$ cat config.mk
export PLATFORM = sky130hd
export DESIGN_NAME = key_conditioner
export DESIGN_NICKNAME = d
export VERILOG_FILES = /design/src/rtl/key_conditioner.sv
export SDC_FILE = /design/constraint.sdc
export NUM_CORES = 1
export LEC_CHECK = 0
export BUFFER_PORTS_ARGS = -buffer_cell sky130_fd_sc_hd__buf_2
export CORE_MARGIN = 2
export CORE_UTILIZATION = 68
export DETAILED_ROUTE_END_ITERATION = 7
export PLACE_DENSITY = 0.83
export SYNTH_ARGS = -nofsm -noshare
export SYNTH_HDL_FRONTEND = slang
export SYNTH_SLANG_ARGS = --single-unit
$ cat constraint.sdc
create_clock -name clk -period 3.9 [get_ports clk]
set_clock_uncertainty 0.1 [all_clocks]
set_input_delay 0.585 -clock clk [delete_from_list [all_inputs] [get_ports clk]]
set_output_delay 0.585 -clock clk [all_outputs]
set_load 0.01 [all_outputs]
$ cat src/rtl/key_conditioner.sv
// Three-channel pushbutton conditioner: 2-flop sync, debounce FSM, one-cycle press pulse.
// Define AUTO_REPEAT_EN to add auto-repeat pulses while a key stays held.
module key_conditioner #(
  parameter int unsigned DEBOUNCE_CYC = 1000000,
  parameter int unsigned REPEAT_DLY   = 25000000,
  parameter int unsigned REPEAT_PER   = 10000000
) (
  input  logic       clk,
  input  logic       rst,
  input  logic       key_hr,
  input  logic       key_min,
  input  logic       key_sec,
  output logic       ad_hr,
  output logic       ad_min,
  output logic       ad_sec,
  output logic [2:0] held
);

  // state  | meaning
  // IDLE   | key released and stable
  // DEB_DN | key seen low, counting stable-low cycles
  // HELD   | press accepted, pulse issued on entry
  // DEB_UP | key seen high, counting stable-high cycles
  typedef enum logic [1:0] {IDLE, DEB_DN, HELD, DEB_UP} state_e;

  localparam logic [25:0] DEB_LAST = 26'(DEBOUNCE_CYC - 1);

  // Parameters outside 2..2^26-1 are not supported; this block only marks them.
  if (DEBOUNCE_CYC < 2 || REPEAT_DLY < 2 || REPEAT_PER < 2) begin : g_illegal_params
  end

  logic [2:0] key_raw;
  logic [2:0] sync_a_q, sync_b_q;
  logic [2:0] pulse_vec;

  assign key_raw = {key_hr, key_min, key_sec};

  always_ff @(posedge clk or negedge rst) begin
    if (!rst) begin
      sync_a_q <= 3'b111;
      sync_b_q <= 3'b111;
    end else begin
      sync_a_q <= key_raw;
      sync_b_q <= sync_a_q;
    end
  end

  for (genvar i = 0; i < 3; i++) begin : g_ch
    state_e      state_q, state_d;
    logic [25:0] cnt_q, cnt_d;
    logic [25:0] cnt_inc;
    logic        pulse_q, pulse_d;
    logic        key_s;

    assign key_s   = sync_b_q[i];
    assign cnt_inc = (cnt_q == '1) ? cnt_q : cnt_q + 26'd1;

`ifdef AUTO_REPEAT_EN
    localparam logic [25:0] REP_LAST   = 26'(REPEAT_DLY - 1);
    localparam logic [25:0] REP_RELOAD = 26'(REPEAT_DLY - REPEAT_PER);
    logic [25:0] rep_q, rep_d;

    always_ff @(posedge clk or negedge rst) begin
      if (!rst) rep_q <= '0;
      else      rep_q <= rep_d;
    end
`endif

    always_ff @(posedge clk or negedge rst) begin
      if (!rst) begin
        state_q <= IDLE;
        cnt_q   <= '0;
        pulse_q <= 1'b0;
      end else begin
        state_q <= state_d;
        cnt_q   <= cnt_d;
        pulse_q <= pulse_d;
      end
    end

    always_comb begin
      state_d = state_q;
      cnt_d   = cnt_q;
      pulse_d = 1'b0;
`ifdef AUTO_REPEAT_EN
      rep_d   = rep_q;
`endif
      unique case (state_q)
        IDLE: begin
          if (!key_s) begin
            state_d = DEB_DN;
            cnt_d   = '0;
          end
        end
        DEB_DN: begin
          if (key_s) begin
            state_d = IDLE;
          end else if (cnt_q == DEB_LAST) begin
            state_d = HELD;
            pulse_d = 1'b1;
          end else begin
            cnt_d = cnt_inc;
          end
        end
        HELD: begin
          if (key_s) begin
            state_d = DEB_UP;
            cnt_d   = '0;
          end
        end
        DEB_UP: begin
          // A low bounce returns to HELD without a new pulse; repeat timing carries on.
          if (!key_s) begin
            state_d = HELD;
          end else if (cnt_q == DEB_LAST) begin
            state_d = IDLE;
          end else begin
            cnt_d = cnt_inc;
          end
        end
        default: state_d = IDLE;
      endcase
`ifdef AUTO_REPEAT_EN
      if (state_q == DEB_DN) begin
        rep_d = '0;
      end else if (state_q == HELD || state_q == DEB_UP) begin
        if (rep_q == REP_LAST) begin
          rep_d   = REP_RELOAD;
          pulse_d = 1'b1;
        end else if (rep_q != '1) begin
          rep_d = rep_q + 26'd1;
        end
      end
`endif
    end

    assign pulse_vec[i] = pulse_q;
    assign held[i]      = (state_q == HELD) || (state_q == DEB_UP);
  end

  assign ad_hr  = pulse_vec[2];
  assign ad_min = pulse_vec[1];
  assign ad_sec = pulse_vec[0];

endmodule

==> flow_summary.toml, run 1 <==
[sta]
slew-limit-headroom_pct = 32.5
finalSetupViolCount = 0
period_share_pct = 74.7
setup_slack_ns = 0.985
rsz0062_at_grt = "false"
fin_hold_ws_ns = 0.207
tightest_slew_ns = 1.01
fmax_ghz = 0.343
final_hold_viol_count = 0
period_needed_ns = 2.92
maxSlewViolCount = 0
fin_setup_tns_ns = 0

[route]
ant_nets = 0
drtIter0Drc = 290
wl_per_cell_um = 16.5
totalWireLength_um = 11800
route.detailed.drc = 0
dr.pass1.iters = 5
vias = 4752
via_per_inst = 6.63

[clock_tree]
cts.sinks = 93
ctsHoldBuffers = 0
path_clk_slew_ns = 0.10
cts_resized = 0
cts_buffer_depth = 2
clock_latency_ns = 0.36
cts_tree = "done"
cts_root_buf = "clkbuf_8"
cts_buffers = 9
cts_max_level = 3
post_cts_buffers = 0

[die]
core_area_um2 = 7610
ios = 11
die_h_um = 91.9
initial_core_util_pct = 69.0
num_rows = 32
die-area_um2 = 8440
die_x_um = 91.9

[final_layout]
seqCellArea_um2 = 2330
antenna_cells = 0
multi_input_area_um2 = 2720
layout_common_cells = "87 x dfrtp_1, 79 x nand2_1, 64 x nand3_1"
syn_to_final_growth_pct = 5.60
fill_cells = 585
nets = 621
drive_gt1_share_pct = 7.32
final_area_um2 = 5540
layout_commonest_cell = "dfrtp_1"
instances_no_fill = 717

[logic_synthesis]
ys_warn_count = 0
synth-edff-count = 0
ys_ff_latch = 93
postSynth.asyncResetShare_pct = 100
ys_top_cells_by_area = "dfrtp_1 41%, nand3_1 6.1%, nand2_1 5.6%, o21ai_0 5.0%, dfstp_2 3.0%"
syn-num-nets = 622
synth_top_cell_by_area = "dfrtp_1"
synth_top_area_share_pct = 41.5
synthFlopType = "dfrtp_1"
syn_avg_cell_area_um2 = 8.59
ys_seq_area_share_pct = 44.5
synth_cells = 611
syn-cell-area_um2 = 5250
yosysUniqueCellTypes = 48

[placed_design]
hpwl_um = 7970
gp_congestion = 0.963
portBuffers = 10
dpl_worst_slack_ns = 0.975
placed_cells = 701
place_area_um2 = 5360

[critical_path]
arrival_ns = 3.06
criticalPathCategory = "register to register"
cp.required_ns = 4.04
cp_slowest_stage_delay_ns = 0.83
crit_fanout = 22
crit_family = "simple AND/OR/NAND/NOR gates"
reg2reg_depth = 8
crit_chain = "nor3b_1, nand4_1, or3_1, nand2_1, inv_1, nand2_1, or3_1, o21ai_0"
cpMaxStageDelayCell = "dfrtp_1"
startpoint_type = "register"
cp.depth = 8
endpoint_kind = "register"
path_buf_inv = 1

[pwr]
leakage_uw = 0.00224
p_per_area_nw_per_um2 = 317
ir_drop_uv = 228

[global_routing]
gr-total-overflow = 0
grt_usage_pct = 29.5
grt_first_pass_wirelength_um = 20300
antenna_found_initial = 0
grt_pass1_vias = 4322
grt_max_degree = 83

[worst_hold_path]
hp-class = "input port to register"
holdPathStages = 1

[job]
drv_cap = 0

[run_status]
status = "complete, no violations"
-- state kept, by name (all words and copies together) (netlist names), named ones only --
signal,cells
sync_b_q,3
ad_hr,1
sync_a_q,3
ad_min,1
ad_sec,1
g_ch.cnt_q,78
g_ch.state_q,3
-- layer usage --
metal,up-vias,GRT usage [%],part of all wire (%)
met5,-,0,0
met4,0,8.83,0.78
met3,12,5.67,5.6
met2,146,46.9,48
met1,2279,41.4,46
li1,2315,-,-
-- cell families after synthesis --
| logic type | share of synthesized area, % |
|---|---|
| AOI/OAI and AO/OA | 18.5 |
| DFF | 44.5 |
| xor gates and xnor gates | 0.501 |
| and+or+nand+nor | 31.4 |
| adders and majority gates | 1.43 |
| buffers and inverters | 3.72 |
-- per-stage QoR --
stage | utilization [%] | power [uW]
2_1_floorplan | - | 1120
3_3_place_gp | 70.4 | 1170
3_5_place_dp | 70.4 | 1170
4_1_cts | 72.9 | 1770
5_1_grt | 72.9 | 1840
6_report | 72.9 | 1760
-- worst register-to-register path: cells and delay by family, from the launching register on --
kind | cells | cell delay (ns)
buffers and inverters | 1 | 0.09
AO/OA/AOI/OAI | 1 | 0.08
AND/OR/NAND/NOR | 6 | 1.69
flip-flops | 1 | 0.83
-- cell type report --
cell class | instances | area share [%]
Multi-Input combinational cell | 470 | 49.1
Sequential cell | 93 | 42.1
Clock buffer | 10 | 2.48
Tap cell | 102 | 2.30
Timing Repair Buffer | 17 | 1.90
Inverter | 19 | 1.29
Clock inverter | 6 | 0.858
-- cells in the mapped netlist, drive strengths merged, types with 5 or more instances --
cell type	instances
nor4b	6
clkbuf	23
dfstp	6
o211ai	5
dfrtp	87
a21oi	30
a31oi	16
or4	10
or3	17
nand2b	7
nand2	79
ha	6
a22o	5
nor4	14
nand4	23
a41oi	7
nor2	23
and3	17
o21ai	52
and2	9
o31ai	18
nand3	64
nor3	21
buf	6
and4	9
inv	17
-- where the power goes --
group          internal, uW  total [uW]  leakage [uW]  switching (uW)
clock network           254         604     0.0000928             350
logic                  39.2         122      0.000887            83.1
registers               993        1030       0.00126            39.0
total                  1290        1760       0.00224             472
-- final timing paths --
| kind | from | endpoint | slack [ns] |
|---|---|---|---|
| min in group asynchronous | rst | ad_sec$_DFF_PN0_ | 0.27 |
| max in group asynchronous | rst | g_ch[1].cnt_q[17]$_DFFE_PN0P_ | 2.67 |
| setup / recovery | g_ch[2].state_q[0]$_DFFE_PN0P_ | g_ch[2].cnt_q[9]$_DFFE_PN0P_ | 0.98 |
| hold / removal | key_sec | sync_a_q[0]$_DFF_PN1_ | 0.21 |
| setup reg to reg | g_ch[2].state_q[0]$_DFFE_PN0P_ | g_ch[2].cnt_q[9]$_DFFE_PN0P_ | 0.98 |
| hold reg to reg | sync_a_q[0]$_DFF_PN1_ | sync_b_q[0]$_DFF_PN1_ | 0.26 |
(Power assumes the default switching activity.)
==> run 2, diff against run 1 <==
--- a/config.mk
+++ b/config.mk
@@ -5,11 +5,12 @@
 export SDC_FILE = /design/constraint.sdc
 export NUM_CORES = 1
 export LEC_CHECK = 0
+export ABC_AREA = 1
 export BUFFER_PORTS_ARGS = -buffer_cell sky130_fd_sc_hd__buf_2
 export CORE_MARGIN = 2
-export CORE_UTILIZATION = 68
+export CORE_UTILIZATION = 64
 export DETAILED_ROUTE_END_ITERATION = 7
-export PLACE_DENSITY = 0.83
+export PLACE_DENSITY = 0.79
 export SYNTH_ARGS = -nofsm -noshare
 export SYNTH_HDL_FRONTEND = slang
 export SYNTH_SLANG_ARGS = --single-unit
==> constraint.sdc (replaced) <==
create_clock -name clk -period 2.8 [get_ports clk]
set_clock_uncertainty 0.1 [all_clocks]
set_input_delay 0.42 -clock clk [delete_from_list [all_inputs] [get_ports clk]]
set_output_delay 0.42 -clock clk [all_outputs]
set_load 0.01 [all_outputs]
==> run 2 against run 1 <==
Global-route usage is 3.2 points lower. Synthesized area increased by 22%. Power is 37% higher. Worst hold slack lost 0.18 ns. Via count rose by 22%. Non-clock buffer count fell by 1. Sequential share of layout area is 7.1 points lower. Core utilization fell by 4.4 points. Final area is 20% higher.
==> flow_summary.toml, run 2 <==
[die]
ios = 11
die_x_um = 104
die_h_um = 104
core_area_um2 = 9730
die-area_um2 = 10800
num_rows = 36
initial_core_util_pct = 65.5

[placed_design]
gp_congestion = 0.927
portBuffers = 10
hpwl_um = 9400
dpl_worst_slack_ns = 0.617
place_area_um2 = 6440

[critical_path]
reg2reg_depth = 10
r2r-start = "g_ch[0].cnt_q[0]$_DFFE_PN0P_"
endpoint_kind = "register"
r2r_end = "g_ch[0].cnt_q[22]$_DFFE_PN0P_"
arrival_ns = 2.45
startpoint_type = "register"
reg2reg_slack_ns = 0.57
cp.required_ns = 3.03
criticalPathCategory = "register to register"
crit_fanout = 25

[global_routing]
grt_pass1_vias = 5188
grtUsageMet2_pct = 42.2
use_met3_pct = 6.04
grt_usage_pct = 26.2
grt_first_pass_wirelength_um = 23500
gr-total-overflow = 0
grt_max_degree = 94
antenna_found_initial = 0
met1_usage_pct = 36.2
top_usage_layer = "met2"

[final_layout]
layout_common_cells = "438 x nand2_1, 165 x nor2_1, 96 x inv_1"
layout_commonest_cell = "nand2_1"
largest_reg_flops = 78
top_register = "g_ch.cnt_q"
final_area_um2 = 6660
fill_cells = 940
drive_gt1_share_pct = 7.36
postLayoutCoreUtil_pct = 68.4
antenna_cells = 0
nets = 1025
syn_to_final_growth_pct = 4.39

[logic_synthesis]
ys_top_cells_by_area = "dfrtp_1 34%, nand2_1 26%, nor2_1 9.7%, inv_1 5.7%, nand3_1 4.9%"
synthFlopType = "dfrtp_1"
synth-edff-count = 0
ys_warn_count = 0
synth_top_family_by_area = "simple AND/OR/NAND/NOR gates"
syn-num-nets = 1022
postSynth.asyncResetShare_pct = 100
syn_avg_cell_area_um2 = 6.31
ys_seq_area_share_pct = 36.6
synth_cells = 1011
synthSimpleGateAreaFrac_pct = 46.9
synth_compound_gate_area_share_pct = 4.59
synth_top_area_share_pct = 34.1
synthMostInstantiatedCell = "nand2_1"
yosysUniqueCellTypes = 32
ys_ff_latch = 93
synth_common_cells = "438 x nand2_1, 165 x nor2_1, 96 x inv_1, 87 x dfrtp_1, 63 x nand3_1"
synth_xor_area_share_pct = 2.06
synth_top_cell_by_area = "dfrtp_1"
muxShareOfSynthArea_pct = 0
syn-cell-area_um2 = 6380
synthAdderAreaFrac_pct = 1.18

[pwr]
ir_drop_uv = 404
p_per_area_nw_per_um2 = 360
leakage_uw = 0.00315

[route]
wl_per_cell_um = 11.6
dr.pass1.iters = 5
totalWireLength_um = 13400
route.detailed.drc = 0
via_per_inst = 5.05
drtIter0Drc = 352
vias = 5819
ant_nets = 0

[sta]
fin_setup_tns_ns = 0
rsz0062_at_grt = "false"
maxSlewViolCount = 0
fmax_ghz = 0.449
period_needed_ns = 2.23
finalSetupViolCount = 0
period_share_pct = 79.6
tightest_slew_ns = 1.03
setup_slack_ns = 0.571
final_hold_viol_count = 0
fin_hold_ws_ns = 0.0248
slew-limit-headroom_pct = 31.3

[job]
drv_cap = 0

[worst_hold_path]
hp-class = "input port to register"
min-delay-start = "key_sec"
holdPathStages = 1
hold_end = "sync_a_q[0]$_DFF_PN1_"

[clock_tree]
cts.sinks = 93
cts_max_level = 3
cts_buffer_depth = 2
path_clk_slew_ns = 0.10
cts_buffers = 9
clock_latency_ns = 0.39
cts_root_buf = "clkbuf_8"
cts_tree = "done"

[run_status]
status = "complete, no violations"
[run 2: cell types whose count changed after synthesis, sizes merged, moves of 10 or more]
cell,previous run,this run
nor2,23,181
nand2,79,448
a21oi,30,10
o21ai,52,35
o31ai,18,0
or4,10,0
and3,17,0
nor3,21,4
or3,17,0
a31oi,16,0
nand4,23,8
inv,17,97
clkbuf,23,9
nor4,14,0
[run 2: worst max-delay path by stage]
stage	startpoint	to	cells after the start
2_1_floorplan	g_ch[2].cnt_q[0]$_DFFE_PN0P_	g_ch[2].cnt_q[9]$_DFFE_PN0P_	11
3_3_place_gp	g_ch[0].cnt_q[0]$_DFFE_PN0P_	g_ch[0].cnt_q[19]$_DFFE_PN0P_	10
3_5_place_dp	g_ch[0].cnt_q[0]$_DFFE_PN0P_	g_ch[0].cnt_q[20]$_DFFE_PN0P_	10
4_1_cts	g_ch[0].cnt_q[0]$_DFFE_PN0P_	g_ch[0].cnt_q[8]$_DFFE_PN0P_	10
5_1_grt	g_ch[0].cnt_q[0]$_DFFE_PN0P_	g_ch[0].cnt_q[11]$_DFFE_PN0P_	8
6_report	g_ch[0].cnt_q[0]$_DFFE_PN0P_	g_ch[0].cnt_q[22]$_DFFE_PN0P_	10
[run 2: metal layers]
layer / vias to the layer above / routed length (um)
li1: 3090 / -
met1: 2618 / 6410
met3: 16 / 578
met5: - / 0
met4: 0 / 176
met2: 95 / 6220
[run 2: power by group]
part           internal [uW]  total, uW  switching (uW)
combinational           38.5        143             104
clock                    338        865             527
sequential              1370       1390            25.3
total                   1740       2400             656
[run 2: stage by stage]
step           power, uW  std cells
3_5_place_dp        1560       1133
4_1_cts             2430       1151
3_3_place_gp        1560       1133
5_1_grt             2510       1152
6_report            2400       1152
2_1_floorplan       1520       1011
[run 2: cell type report]
| class | instances | area, um2 | share of cell area (%) |
|---|---|---|---|
| multi-input cells | 797 | 3490 | 52.5 |
| repair buffers | 16 | 118 | 1.77 |
| inverters | 97 | 364 | 5.47 |
| clock buffers | 9 | 124 | 1.86 |
| well taps | 133 | 166 | 2.50 |
| clock inverters | 7 | 58.8 | 0.883 |
| flip-flops and latches | 93 | 2330 | 35.1 |
[run 2: critical path, cell delays in order, from the launching register on]
cell and delay, ns:
dfrtp_1 0.44, ha_1 0.23, nand2_1 0.09, nor2_2 0.05, nand2_2 0.10, nor2_4 0.06
nand3_2 0.07, nor2_2 0.04, nor2_2 0.76, nand2_1 0.12, nand2_1 0.09
[run 2: cell families (layout without fill, tap and decap cells)]
family / count (synthesis) / after routing
adders and majority gates: 6 / 6
xor gates and xnor gates: 15 / 15
AOI/OAI and AO/OA: 54 / 54
buffers and inverters: 121 / 129
and+or+nand+nor: 722 / 722
DFF: 93 / 93
[run 2: repair_timing]
action                    in CTS  in global routing
hold buffers                   2                  1
buffers inserted               0                  0
gates resized for setup        0                  0
hold endpoints to repair      80                  1
==> run 3, diff against run 2 <==
--- a/config.mk
+++ b/config.mk
@@ -8,9 +8,9 @@
 export ABC_AREA = 1
 export BUFFER_PORTS_ARGS = -buffer_cell sky130_fd_sc_hd__buf_2
 export CORE_MARGIN = 2
-export CORE_UTILIZATION = 64
+export CORE_UTILIZATION = 58
 export DETAILED_ROUTE_END_ITERATION = 7
-export PLACE_DENSITY = 0.79
+export PLACE_DENSITY = 0.75
 export SYNTH_ARGS = -nofsm -noshare
 export SYNTH_HDL_FRONTEND = slang
 export SYNTH_SLANG_ARGS = --single-unit
==> constraint.sdc (replaced) <==
create_clock -name clk -period 2 [get_ports clk]
set_clock_uncertainty 0.1 [all_clocks]
set_input_delay 0.3 -clock clk [delete_from_list [all_inputs] [get_ports clk]]
set_output_delay 0.3 -clock clk [all_outputs]
set_load 0.01 [all_outputs]
==> run 3 against run 2 <==
Register-to-register slack worse by 0.50 ns. Via count is 7.9% higher. Die area increased by 9.9%. Clock power rose by 93%. Highest routed layer unchanged. Fmax increased by 16%. Sequential power rose by 40%. First-iteration DRC count grew 31%. Cell count rose by 5.6%. Final area rose by 10%. Worst setup slack worse by 0.50 ns. Power up 63%. Critical path type unchanged. Largest cell class unchanged.
==> flow_summary.toml, run 3 (synthesis results as in run 2) <==
[clock_tree]
path_clk_slew_ns = 0.09
cts_max_level = 3
cts_buffers = 9
cts_buffer_depth = 2
cts.sinks = 93
clock_latency_ns = 0.39
cts_tree = "done"
cts_root_buf = "clkbuf_8"

[global_routing]
grt_pass1_vias = 5708
grt_max_degree = 59
grt_first_pass_wirelength_um = 26200
grt_usage_pct = 27.8
antenna_found_initial = 0
gr-total-overflow = 0

[route]
wl_per_cell_um = 13.1
totalWireLength_um = 16000
route.detailed.drc = 0
m1WireLength_um = 7320
drtIter0Drc = 461
met3_length_um = 946
routed.top_layer = "met4"
ant_nets = 0
wl_met2_um = 7380
vias = 6276
via_per_inst = 5.16
dr.pass1.iters = 5

[pwr]
p_int_uw = 2970
p_per_area_nw_per_um2 = 531
clock_power_share_pct = 42.8
p_sw_share_pct = 23.8
p_sw_uw = 930
pwr-share-seq_pct = 50.0
leakage_uw = 0.00348
ir_drop_uv = 593
power_frac_comb_pct = 7.2
finalPower_uw = 3900

[placed_design]
hpwl_um = 10900
gp_congestion = 0.962
place_area_um2 = 6840
portBuffers = 10

[critical_path]
crit_family = "simple AND/OR/NAND/NOR gates"
arrival_ns = 2.15
cp.depth = 9
criticalPathCategory = "register to register"
crit_fanout = 6
cpMaxStageDelayCell = "dfrtp_1"
endpoint_kind = "register"
crit_end = "g_ch[2].cnt_q[23]$_DFFE_PN0P_"
cp_slowest_stage_delay_ns = 0.41
reg2reg_slack_ns = 0.07
setup.worst_path.start = "g_ch[2].cnt_q[1]$_DFFE_PN0P_"
startpoint_type = "register"
r2r_end = "g_ch[2].cnt_q[23]$_DFFE_PN0P_"
path_buf_inv = 1
reg2reg_depth = 9
cp.required_ns = 2.22
crit_chain = "ha_2, nand3_2, nor3_2, nand2_2, nand2_4, clkinvlp_4, nand2_4, nand2_1, nand2_1"
r2r-start = "g_ch[2].cnt_q[1]$_DFFE_PN0P_"

[final_layout]
layout_commonest_cell = "nand2_1"
top_register = "g_ch.cnt_q"
postLayoutCoreUtil_pct = 68.1
final_area_um2 = 7350
layout_common_cells = "436 x nand2_1, 162 x nor2_1, 94 x inv_1"
nets = 1083
antenna_cells = 0
syn_to_final_growth_pct = 15.2
largest_reg_flops = 78
drive_gt1_share_pct = 13.9

[sta]
slew-limit-headroom_pct = 72.1
fmax_ghz = 0.518
period_needed_ns = 1.93
final_hold_viol_count = 0
period_share_pct = 96.4
fin_setup_tns_ns = 0
maxSlewViolCount = 0
tightest_slew_ns = 0.417
finalSetupViolCount = 0

[die]
die_h_um = 109
die-area_um2 = 11900
ios = 11
die_x_um = 109
num_rows = 38
initial_core_util_pct = 59.1
core_area_um2 = 10800

[worst_hold_path]
hp-class = "input port to asynchronous set/reset pin"

[run_status]
status = "complete, no violations"

[job]
drv_cap = 0
==> run 3: changes by cell type in the layout (fill, tap and decap cells not counted), moves of 3 or more <==
cell	delta
buf_12	+4
buf_4	+46
bufinv_16	+4
dfrtp_1	-7
dfrtp_2	+7
nand2_4	+3
nor2_1	-3
nor2_4	+7
==> run 3: timing repair <==
action / 4_1_cts / 5_1_grt
gates cloned: 0 / 6
buffers inserted: 0 / 6
pin swaps: 2 / 11
hold endpoints to repair: 91 / 0
gates resized for setup: 2 / 29
endpoints found under the setup margin: 29 / 52
hold buffers: 4 / 0
==> run 3: power by group through the flow <==
stage | logic (uW) | registers (uW) | clock network, uW
finish | 280 | 1950 | 1670
global route | 313 | 1960 | 1770
CTS | 251 | 1950 | 1700
detailed placement | 244 | 1980 | 0
global placement | 236 | 1980 | 0
floorplan | 149 | 1980 | 0
==> run 3: layer usage <==
layer | vias to the layer above | track usage [%]
li1 | 3230 | -
met1 | 2825 | 37.7
met2 | 189 | 44.5
met3 | 32 | 5.80
met4 | 0 | 8.88
met5 | - | 0
==> run 3: worst min-delay path by stage <==
stage,start,to,depth (start not counted)
finish,rst,g_ch[2].cnt_q[20]$_DFFE_PN0P_,2
global route,rst,g_ch[2].cnt_q[20]$_DFFE_PN0P_,2
CTS,rst,g_ch[2].cnt_q[23]$_DFFE_PN0P_,2
detailed placement,rst,g_ch[2].cnt_q[23]$_DFFE_PN0P_,1
global placement,rst,g_ch[2].cnt_q[23]$_DFFE_PN0P_,1
floorplan,rst,asynchronous set/reset pin,0
==> run 3: through the flow <==
step / hold slack (ns) / std cells / setup slack, ns
3_3_place_gp: 0.0225 / 1185 / -0.146
3_5_place_dp: 0.0231 / 1185 / -0.244
5_1_grt: 0.159 / 1217 / -0.0120
4_1_cts: 0.147 / 1205 / 0.00291
2_1_floorplan: -0.0956 / 1011 / 0.317
6_report: 0.171 / 1217 / 0.0710
==> run 3: final cells by class <==
| type | instances | area [um2] |
|---|---|---|
| Multi-Input combinational cell | 803 | 3630 |
| Clock buffer | 10 | 128 |
| Tap cell | 140 | 175 |
| Clock inverter | 6 | 134 |
| Inverter | 97 | 368 |
| Sequential cell | 93 | 2340 |
| Timing Repair Buffer | 68 | 564 |
| Fill cell | 955 | 3450 |
